File: src/rtl/sram_req_if.sv
// Request/response bundle between a requester and sram_req_ctrl.
// The master issues requests and consumes read responses.
interface sram_req_if #(
  parameter int ADDR_W = 11,
  parameter int DATA_W = 32
);
  logic              req_valid;
  logic              req_ready;
  logic              req_write;
  logic [ADDR_W-1:0] req_addr;
  logic [DATA_W-1:0] req_data;
  logic [DATA_W/8-1:0] req_mask;
  logic              resp_valid;
  logic              resp_ready;
  logic [DATA_W-1:0] resp_data;

  modport master (
    output req_valid, req_write, req_addr,
    output req_data, req_mask, resp_ready,
    input  req_ready, resp_valid, resp_data
  );

  modport slave (
    input  req_valid, req_write, req_addr,
    input  req_data, req_mask, resp_ready,
    output req_ready, resp_valid, resp_data
  );
endinterface

File: src/rtl/sram_req_ctrl.sv
// Request front-end for a 1R1W SRAM: writes pass straight through,
// reads are tracked and queued in a small in-order response FIFO.
module sram_req_ctrl #(
  parameter int ADDR_W     = 11,
  parameter int DATA_W     = 32,
  parameter int RESP_DEPTH = 3
) (
  input  logic                clock,
  input  logic                reset,
  sram_req_if.slave           bus,
  output logic                mem_w_en,
  output logic [ADDR_W-1:0]   mem_w_addr,
  output logic [DATA_W-1:0]   mem_w_data,
  output logic [DATA_W/8-1:0] mem_w_mask,
  output logic                mem_r_en,
  output logic [ADDR_W-1:0]   mem_r_addr,
  input  logic [DATA_W-1:0]   mem_r_data
);
  localparam int PW = (RESP_DEPTH > 1) ? $clog2(RESP_DEPTH) : 1;
  localparam int CW = $clog2(RESP_DEPTH + 1);

  logic [DATA_W-1:0] fifo_q [RESP_DEPTH];
  logic [PW-1:0]     head_q;
  logic [PW-1:0]     tail_q;
  logic [CW-1:0]     count_q;
  logic              inflight_q;
  logic [CW-1:0]     occ;
  logic              rd_room;
  logic              wr_acc;
  logic              rd_acc;
  logic              enq;
  logic              deq;

  function automatic logic [PW-1:0] nxt(input logic [PW-1:0] p);
    return (p == PW'(RESP_DEPTH - 1)) ? '0 : p + 1'b1;
  endfunction

  // Room is judged on registered occupancy only, so resp_ready
  // never reaches req_ready combinationally.
  assign occ     = count_q + CW'(inflight_q);
  assign rd_room = occ < CW'(RESP_DEPTH);

  assign bus.req_ready = !reset && (bus.req_write || rd_room);

  assign wr_acc = bus.req_valid && bus.req_ready && bus.req_write;
  assign rd_acc = bus.req_valid && bus.req_ready && !bus.req_write;

  assign mem_w_en   = wr_acc;
  assign mem_w_addr = bus.req_addr;
  assign mem_w_data = bus.req_data;
  assign mem_w_mask = bus.req_mask;
  assign mem_r_en   = rd_acc;
  assign mem_r_addr = bus.req_addr;

  assign enq = inflight_q;
  assign deq = bus.resp_valid && bus.resp_ready;

  assign bus.resp_valid = (count_q != '0);
  assign bus.resp_data  = fifo_q[head_q];

  always_ff @(posedge clock or posedge reset) begin
    if (reset) begin
      head_q     <= '0;
      tail_q     <= '0;
      count_q    <= '0;
      inflight_q <= 1'b0;
    end else begin
      inflight_q <= rd_acc;
      if (enq) tail_q <= nxt(tail_q);
      if (deq) head_q <= nxt(head_q);
      unique case ({enq, deq})
        2'b10:   count_q <= count_q + 1'b1;
        2'b01:   count_q <= count_q - 1'b1;
        default: count_q <= count_q;
      endcase
    end
  end

  // Payload storage carries no reset; validity lives in count_q.
  always_ff @(posedge clock) begin
    if (enq) fifo_q[tail_q] <= mem_r_data;
  end

  a_no_overflow: assert property (
    @(posedge clock) disable iff (reset)
    occ <= CW'(RESP_DEPTH)
  );
endmodule

File: src/flat_wrapper.sv
// flat-port wrapper written by rule: the top's interface ports become plain ports
module sram_req_ctrl_flat 
#(
  parameter int ADDR_W     = 11,
  parameter int DATA_W     = 32,
  parameter int RESP_DEPTH = 3
)
  (clock, reset, mem_w_en, mem_w_addr, mem_w_data, mem_w_mask, mem_r_en, mem_r_addr, mem_r_data, bus_req_valid, bus_req_write, bus_req_addr, bus_req_data, bus_req_mask, bus_resp_ready, bus_req_ready, bus_resp_valid, bus_resp_data);
  sram_req_if #(.ADDR_W(ADDR_W), .DATA_W(DATA_W)) bus_i ();
  input  logic clock;
  input  logic reset;
  output logic mem_w_en;
  output logic [ADDR_W-1:0] mem_w_addr;
  output logic [DATA_W-1:0] mem_w_data;
  output logic [DATA_W/8-1:0] mem_w_mask;
  output logic mem_r_en;
  output logic [ADDR_W-1:0] mem_r_addr;
  input  logic [DATA_W-1:0] mem_r_data;
  input wire logic [$bits(bus_i.req_valid)-1:0] bus_req_valid;
  input wire logic [$bits(bus_i.req_write)-1:0] bus_req_write;
  input wire logic [$bits(bus_i.req_addr)-1:0] bus_req_addr;
  input wire logic [$bits(bus_i.req_data)-1:0] bus_req_data;
  input wire logic [$bits(bus_i.req_mask)-1:0] bus_req_mask;
  input wire logic [$bits(bus_i.resp_ready)-1:0] bus_resp_ready;
  output wire logic [$bits(bus_i.req_ready)-1:0] bus_req_ready;
  output wire logic [$bits(bus_i.resp_valid)-1:0] bus_resp_valid;
  output wire logic [$bits(bus_i.resp_data)-1:0] bus_resp_data;
  assign bus_i.req_valid = bus_req_valid;
  assign bus_i.req_write = bus_req_write;
  assign bus_i.req_addr = bus_req_addr;
  assign bus_i.req_data = bus_req_data;
  assign bus_i.req_mask = bus_req_mask;
  assign bus_i.resp_ready = bus_resp_ready;
  assign bus_req_ready = bus_i.req_ready;
  assign bus_resp_valid = bus_i.resp_valid;
  assign bus_resp_data = bus_i.resp_data;
  sram_req_ctrl #(.ADDR_W(ADDR_W), .DATA_W(DATA_W), .RESP_DEPTH(RESP_DEPTH)) u_core (.clock(clock), .reset(reset), .bus(bus_i), .mem_w_en(mem_w_en), .mem_w_addr(mem_w_addr), .mem_w_data(mem_w_data), .mem_w_mask(mem_w_mask), .mem_r_en(mem_r_en), .mem_r_addr(mem_r_addr), .mem_r_data(mem_r_data));
endmodule
File: config.mk
export PLATFORM = sky130hd
export DESIGN_NAME = sram_req_ctrl_flat
export DESIGN_NICKNAME = d
export VERILOG_FILES = /design/src/rtl/sram_req_if.sv /design/src/rtl/sram_req_ctrl.sv /design/src/flat_wrapper.sv
export SDC_FILE = /design/constraint.sdc
export NUM_CORES = 1
export LEC_CHECK = 0
export ABC_AREA = 1
export CAP_MARGIN = 25
export CORE_AREA = 2 2 90 113
export DETAILED_ROUTE_END_ITERATION = 8
export DIE_AREA = 0 0 92 115
export PLACE_DENSITY = 0.94
export SYNTH_ARGS = -nofsm -noshare
export SYNTH_HDL_FRONTEND = slang
export SYNTH_SLANG_ARGS = --single-unit
File: constraint.sdc
create_clock -name clock -period 6.55 [get_ports clock]
set_input_delay 0.655 -clock clock [delete_from_list [all_inputs] [get_ports clock]]
set_output_delay 0.655 -clock clock [all_outputs]
set_load 0.02 [all_outputs]
[After elaboration in Yosys (flattened, before gate mapping)]
Memories as Yosys holds them, arrays and structs flattened.
Cells that the tools add are included.
Storage, ports and cells
  memories: 1
  word-level logic and storage cells: 30
  input bits: 84
  RAM bits: 96
  register bits: 7
  output and inout port bits: 94
Cells by class
  reduce and logical (&&, ||, !) cells: 10
  equal/unequal tests: 4
  magnitude comparators: 1
  muxes and demuxes: 5
  $add $sub $neg: 5
Memories
  u_core.fifo_q: depth 3, width 32, read ports 1, clocked after memory_dff 0, write ports 1, line sram_req_ctrl.sv:22  | logic [DATA_W-1:0] fifo_q [RESP_DEPTH];
Operators by type and width (number)
  2-bit by 1-bit adder with 2-bit output (second input constant): 3
  2-bit equality test (second input constant): 3
  1-bit logical AND: 5
  2-bit two-way mux: 2
  2-bit case mux with 2 select lines: 1
  2-bit nonzero test: 2
  2-bit by 1-bit adder with 2-bit output: 1
  2-bit by 1-bit equality test with 1-bit output (second input constant): 1
  1-bit logical NOT: 2
  2-bit < comparator (second input constant): 1
  1-bit two-way mux: 2
  2-bit by 1-bit subtractor with 2-bit output (second input constant): 1
  1-bit logical OR: 1

[Longest topological paths before layout]
Gate-level depths: netlist (run 1).
  word-level depth: 6
  mapped depth: 9
  mapped depth without buffers: 9

[Worst setup path after synthesis (run 1)]
No wires, ideal clock.
  kind: register -> register
  start point: register u_core.inflight_q (netlist: u_core.enq)
  end point: memory u_core.fifo_q[2][0], enable pin
  path buffers: 0
  period minus slack after synthesis: 3.156 ns
  stages on the path, launching flop included: 3
  setup time: 0.461 ns
  required time: 6.089 ns
  slack: 3.394 ns
  arrival time: 2.695 ns
  path through: dfrtp_1 inv_1 nor3_1
On the way
  word-level cells in the longest chain between the ends: 2
RTL lines
  start: declaration: line sram_req_ctrl.sv:26  | logic inflight_q;
  start signal: assignment: line sram_req_ctrl.sv:68  | inflight_q <= rd_acc;
  1-bit two-way mux: line sram_req_ctrl.sv:81  | if (enq) fifo_q[tail_q] <= mem_r_data;
  1-bit two-way mux (not written as such): line sram_req_ctrl.sv:81
  end: declaration: line sram_req_ctrl.sv:22
Every way passes these cells.

[Final worst setup path (run 1)]
  start point: register u_core.head_q[1]
  end point: output bus_resp_data[10]
On the way
  word-level cells in the longest chain between the ends: 1
RTL lines
  start: declaration: line sram_req_ctrl.sv:23  | logic [PW-1:0] head_q;
  start signal: assignment: line sram_req_ctrl.sv:70  | if (deq) head_q <= nxt(head_q);
  memory 3 x 32 bit
  end: declaration: line flat_wrapper.sv:27  | output wire logic [$bits(bus_i.resp_data)-1:0] bus_resp_data;
Every way passes these cells.

==> out/summary.md, run 1 <==
* finished, final reports clean — outcome
* 1.842 nW — reported leakage power
* 92 um — Die X-Extent
* 115 — Starting DRT DRC Count
* 0.3046 GHz — Fmax
* 12.46 ps — Worst Skew
* 0.1439 — simple-gate portion of the synthesized area
* 0.5012 — final critical-path share of the clock period
* 2494 — number of global-route vias before repair
* sky130_fd_sc_hd__nand2_1 — leading cell type in the layout, fill and taps excluded
* 178 — num ports
* flop — Worst Setup Start Kind
* 0 — Detail Route Antenna Nets
* no — setup repair after global routing missed its margin
* 12.49 sq um — syn avg cell area
* 0 ps — setup TNS after final layout
* 544.8 ps — hold slack final
* 0 — total of hold buffers inserted after clock tree synthesis
* 17.34% — area delta synth->final
* 5.000 — vias per cell
* 0.009509 sq mm — area of the core region
* 40 — Site Rows
* 0.5288 — core occupancy in the finished layout
* 70 ps — Clock transition at path regs
* 0.6859 — last weighted congestion value of the routability-driven placer
* 0 — Inserted Diodes
* 3608 ps — dpl ws
* sky130_fd_sc_hd__edfxtp_1 — cell taking the most area after synthesis
* 0.07357 — proportion of layout cells with a drive suffix above 1
* 0.01058 sq mm — Total Die Area
* simple AND/OR/NAND/NOR gates — largest family of logic cells by synthesized area
* 340 ps — clock latency reported for the late side of the worst-skew pair
* 13540 um — first-pass GRT wire length
* 3 — count of H-tree levels built during CTS
* output pin — CP Capture Type
* 684.4 sq um — area of the multi-input gates
* 0.003058 sq mm — register cell area after layout
* 414.1 mW/mm^2 — Power Density
* 0.4597 — relative max-transition margin
* 9533 um — Total Routed Length
* 0 — final count of pins violating max slew
* 0.005839 — share of synthesized cell area in full adder, half adder and majority cells
* 0 — reported max-cap violation count
* 3267 ps — final worst-path setup slack
* 808.5 ps — Slew @ Worst Pin
* 0 — final setup fails
* 5890 ps — critical path required time
* 115 um — die extent in y
* 9 — number of buffers created by CTS
* 19.34 um — Avg WL per Cell
* 0 — number of post-CTS setup repair buffers
* 493 — final cell count without fillers
* 103 — CTS sink count
* 477 — Inst Count DP
* 0.6727 — share of Yosys cell area claimed by the top area cell type
* 2465 — total number of vias
* flop to output pin — Setup CP Type
* 0 — final hold viol count
* 0.004715 sq mm — total cell area at the placement stage
* 33 — top fanout value on the critical path
* 0.1760 — overall track demand over capacity in global routing
* flop to flop — Worst Hold Class
* 0.005029 sq mm — Non-Filler Cell Area, Final
* 0 — number of resized instances in the post-cts repair step
* 0 — DRC violation count after routing
* 72 — Buffers on Ports
* 106 x sky130_fd_sc_hd__nand2_1, 96 x sky130_fd_sc_hd__edfxtp_1, 72 x sky130_fd_sc_hd__clkdlybuf4s50_1 — top library cells by usage in the layout, fill and taps aside
* sky130_fd_sc_hd__edfxtp_1 67%, sky130_fd_sc_hd__buf_4 10%, sky130_fd_sc_hd__nand2_1 9.3% — biggest area contributors in the synthesized netlist
* 0.0002865 V — peak ir drop on the vdd network
* 0 — number of warnings reported in the yosys synthesis log
* 0 — total congestion overflow
* 0.4507 — initial cell density of the core
* sky130_fd_sc_hd__clkbuf_16 — cell at the root of the clock tree
* 17 — number of distinct library cell variants in the gate-level netlist after synthesis
* 800 — Fillers
* 0 — portion of netlist area occupied by mux cells
* 6901 um — DP Wirelength
* 2 — buffer levels on the longest clock path
* 2.082 mW — total power consumption of the routed design
* 0.004088 — Synth Area in XOR/XNOR
* 0 — number of antenna violations at the first check in global routing
* 429 — Post-Syn Nets
* 343 — instance count of the mapped netlist
* 0.7136 — part of the Yosys area used for sequential elements
* done — TritonCTS clock tree
* 34 — largest net degree at the start of global routing
* 448 — count of nets after finishing
* 0.004285 sq mm — mapped cell area
* 0.004672 — share of the synthesized area in compound gates (AO/OA/AOI/OAI)
* 4 — DR pass1 iterations
* 3283 ps — final critical path time including I/O delays and setup
* 103 — Synth Register Bits
* 2630 ps — data arrival at the endpoint of the critical path
[cell usage after synthesis, drive strengths merged]
| cell type | instances |
|---|---|
| buf | 65 |
| clkbuf | 3 |
| dfrtp | 7 |
| edfxtp | 96 |
| ha | 2 |
| inv | 17 |
| nand2 | 106 |
| nand3 | 37 |
| nand4 | 1 |
| nor2 | 2 |
| nor3 | 1 |
| o21ai | 4 |
| xnor2 | 1 |
| xor2 | 1 |
[per-layer routing]
layer | global-route usage | part of all wire
met5 | 0 | 0
met4 | 0.08955 | 0.040
met3 | 0.09961 | 0.14
met2 | 0.3147 | 0.52
met1 | 0.1575 | 0.30
[critical path: stages, from the launching register on]
cell and delay [ps]:
sky130_fd_sc_hd__dfrtp_1 630, sky130_fd_sc_hd__nor2_4 730, sky130_fd_sc_hd__nand2_1 160, sky130_fd_sc_hd__nand3_1 150, sky130_fd_sc_hd__clkdlybuf4s50_1 610
[report_power, final]
group / internal (mW) / switching [mW]
registers: 0.775 / 0.0353
clock network: 0.305 / 0.239
logic: 0.301 / 0.427
total: 1.38 / 0.701
[cells by family (layout without fill, tap and decap cells)]
group                    count (synthesis)  count (layout)
AND/OR/NAND/NOR                        147             147
buffers and inverters                   85             109
AO/OA/AOI/OAI                            4               4
adder cells (fa/ha/maj)                  2               2
XOR/XNOR                                 2               2
flip-flops                             103             103
[final timing paths]
check / startpoint / cells past startpoint / slack, ps / to
setup / recovery: u_core.head_q[1] / 4 / 3270 / bus_resp_data[10]
hold reg to reg: u_core.count_q[0] / 1 / 540 / u_core.count_q[0]
max in group asynchronous: reset / 2 / 5700 / u_core.tail_q[1]
min in group asynchronous: reset / 2 / 580 / u_core.count_q[1]
hold / removal: u_core.count_q[0] / 1 / 540 / u_core.count_q[0]
setup reg to reg: u_core.tail_q[1] / 4 / 4740 / u_core.fifo_q[0][17]
[state kept, by name, summed over array words and instances (netlist names)]
name	flops
u_core.count_q	2
u_core.enq	1
u_core.fifo_q	96
u_core.head_q	2
u_core.tail_q	2
[final cells by class]
class / count / share of cell area
Tap cell: 126 / 0.03135
Multi-Input combinational cell: 155 / 0.1361
Sequential cell: 103 / 0.6081
Clock inverter: 7 / 0.01767
Timing Repair Buffer: 76 / 0.1493
Inverter: 17 / 0.01269
Clock buffer: 9 / 0.04479
Power figures use the tool's default switching activity.
==> run 2: changes to the inputs <==
CORE_AREA = 2 2 97 123   (was 2 2 90 113)
DIE_AREA = 0 0 99 125   (was 0 0 92 115)
PLACE_DENSITY = 0.86   (was 0.94)
clock period = 2.8 ns   (was 6.55 ns; I/O delays follow)
==> out/summary.md, run 2 (synthesized netlist as in run 1, its figures left out) <==
* 0.4100 GHz — Fmax
* 60 ps — Clock transition at path regs
* 2595 — number of global-route vias before repair
* 0 — Inserted Diodes
* finished, final reports clean — outcome
* u_core.fifo_q — Largest Register
* 9879 um — Total Routed Length
* 29 — top fanout value on the critical path
* 0.2472 — met2 usage in global routing
* 72 — Buffers on Ports
* 4.876 — vias per cell
* 34 — largest net degree at the start of global routing
* 125 um — die extent in y
* 252.0 ps — hold slack final
* 711.1 ps — Slew @ Worst Pin
* 2520 ps — critical path required time
* 2160 ps — data arrival at the endpoint of the critical path
* done — TritonCTS clock tree
* 3 — count of H-tree levels built during CTS
* 9 — number of buffers created by CTS
* 136 — Starting DRT DRC Count
* 7007 um — DP Wirelength
* 0.0005233 V — peak ir drop on the vdd network
* sky130_fd_sc_hd__nand2_1 — leading cell type in the layout, fill and taps excluded
* 106 x sky130_fd_sc_hd__nand2_1, 96 x sky130_fd_sc_hd__edfxtp_1, 72 x sky130_fd_sc_hd__clkdlybuf4s50_1 — top library cells by usage in the layout, fill and taps aside
* 4 — DR pass1 iterations
* 0.395 — sequential share of power
* no — setup repair after global routing missed its margin
* 0 — DRC violation count after routing
* flop to output pin — Setup CP Type
* 0.8711 — final critical-path share of the clock period
* 0.368 — power share of the combinational group
* 942.2 mW/mm^2 — Power Density
* primary input to async pin — Worst Hold Class
* 3.153 mW — Power Internal
* flop — Worst Setup Start Kind
* 0 — final setup fails
* 4.760 mW — total power consumption of the routed design
* 0.01238 sq mm — Total Die Area
* 0.237 — power share of the clock group
* 0 — number of antenna violations at the first check in global routing
* 4.728 ps — Worst Skew
* 0.01129 sq mm — area of the core region
* 19.37 um — Avg WL per Cell
* 0 — Detail Route Antenna Nets
* 178 — num ports
* 0.6833 — last weighted congestion value of the routability-driven placer
* 0.3376 — switching power as a share of total power
* 0 — final hold viol count
* 0 — total congestion overflow
* 0 — final count of pins violating max slew
* 96 — Largest register FFs
* 0.08049 — met3 track demand over resource in global routing
* 0 — number of post-CTS setup repair buffers
* 453 — count of nets after finishing
* 2 — buffer levels on the longest clock path
* 1.607 mW — net switching power
* 0 — number of resized instances in the post-cts repair step
* 0.3797 — initial cell density of the core
* 340 ps — clock latency reported for the late side of the worst-skew pair
* 99 um — Die X-Extent
* 0 — reported max-cap violation count
* 0 ps — setup TNS after final layout
* 2487 — total number of vias
* 17.90% — area delta synth->final
* 14790 um — first-pass GRT wire length
* 44 — Site Rows
* 0.5254 — relative max-transition margin
* 971 — Fillers
* 0.07796 — proportion of layout cells with a drive suffix above 1
* output pin — CP Capture Type
* 0 — total of hold buffers inserted after clock tree synthesis
* 103 — CTS sink count
* 2439 ps — final critical path time including I/O delays and setup
* met2 — GRT busiest layer
* 0.1678 — Global Route met1 Usage
* 0.1617 — overall track demand over capacity in global routing
* 1.847 nW — reported leakage power
* sky130_fd_sc_hd__clkbuf_16 — cell at the root of the clock tree
run 2: final timing paths:
path | cells after the start | to | start | slack, ps
min reg2reg | 1 | u_core.count_q[0] | u_core.count_q[0] | 550
min | 2 | u_core.tail_q[0] | reset | 250
min in group clock | 1 | u_core.fifo_q[2][6] | mem_r_data[6] | 550
max reg2reg | 4 | u_core.fifo_q[1][3] | u_core.tail_q[1] | 1080
max in group asynchronous | 2 | u_core.count_q[0] | reset | 2260
max | 5 | bus_resp_data[21] | u_core.head_q[1] | 360
run 2: power groups by stage:
| stage | Sequential, mW | Clock [mW] | Combinational (mW) |
|---|---|---|---|
| 2_1_floorplan | 1.89 | 0 | 1.10 |
| 3_3_place_gp | 1.91 | 0 | 1.75 |
| 3_5_place_dp | 1.91 | 0 | 1.77 |
| 4_1_cts | 1.88 | 1.15 | 1.78 |
| 5_1_grt | 1.89 | 1.21 | 1.91 |
| 6_report | 1.88 | 1.13 | 1.75 |
run 2: worst max-delay path, stage by stage, from the launching register on:
cell	delay (ps)
sky130_fd_sc_hd__dfrtp_1	480
sky130_fd_sc_hd__nor2_4	170
sky130_fd_sc_hd__buf_4	340
sky130_fd_sc_hd__nand2_1	100
sky130_fd_sc_hd__nand3_1	100
sky130_fd_sc_hd__clkdlybuf4s50_1	610
run 2: layout make-up:
cell class / instances / area, sq um / share of cell area
timing repair buffer: 81 / 800.8 / 0.1585
sequential: 103 / 3058 / 0.6052
multi-input combinational: 155 / 690.7 / 0.1367
clock inverter: 4 / 30.03 / 0.005944
tap: 138 / 172.7 / 0.03418
inverter: 17 / 63.81 / 0.01263
clock buffer: 12 / 236.5 / 0.04681
run 2: metrics by stage:
step | std cells | area, sq um | worst slack (ps) | util
3_5_place_dp | 494 | 4786 | 517.0 | 0.4241
4_1_cts | 510 | 5052 | 325.3 | 0.4477
6_report | 510 | 5052 | 361.0 | 0.4477
3_3_place_gp | 494 | 4786 | 525.8 | 0.4241
2_1_floorplan | 343 | 4290 | 620.5 | -
5_1_grt | 510 | 5052 | 230.2 | 0.4477
run 2: routing by layer:
metal	vias to the layer above	wire length, um
met4	2	664
met2	109	4633
met3	62	1156
li1	1144	-
met5	-	82
met1	1170	3342
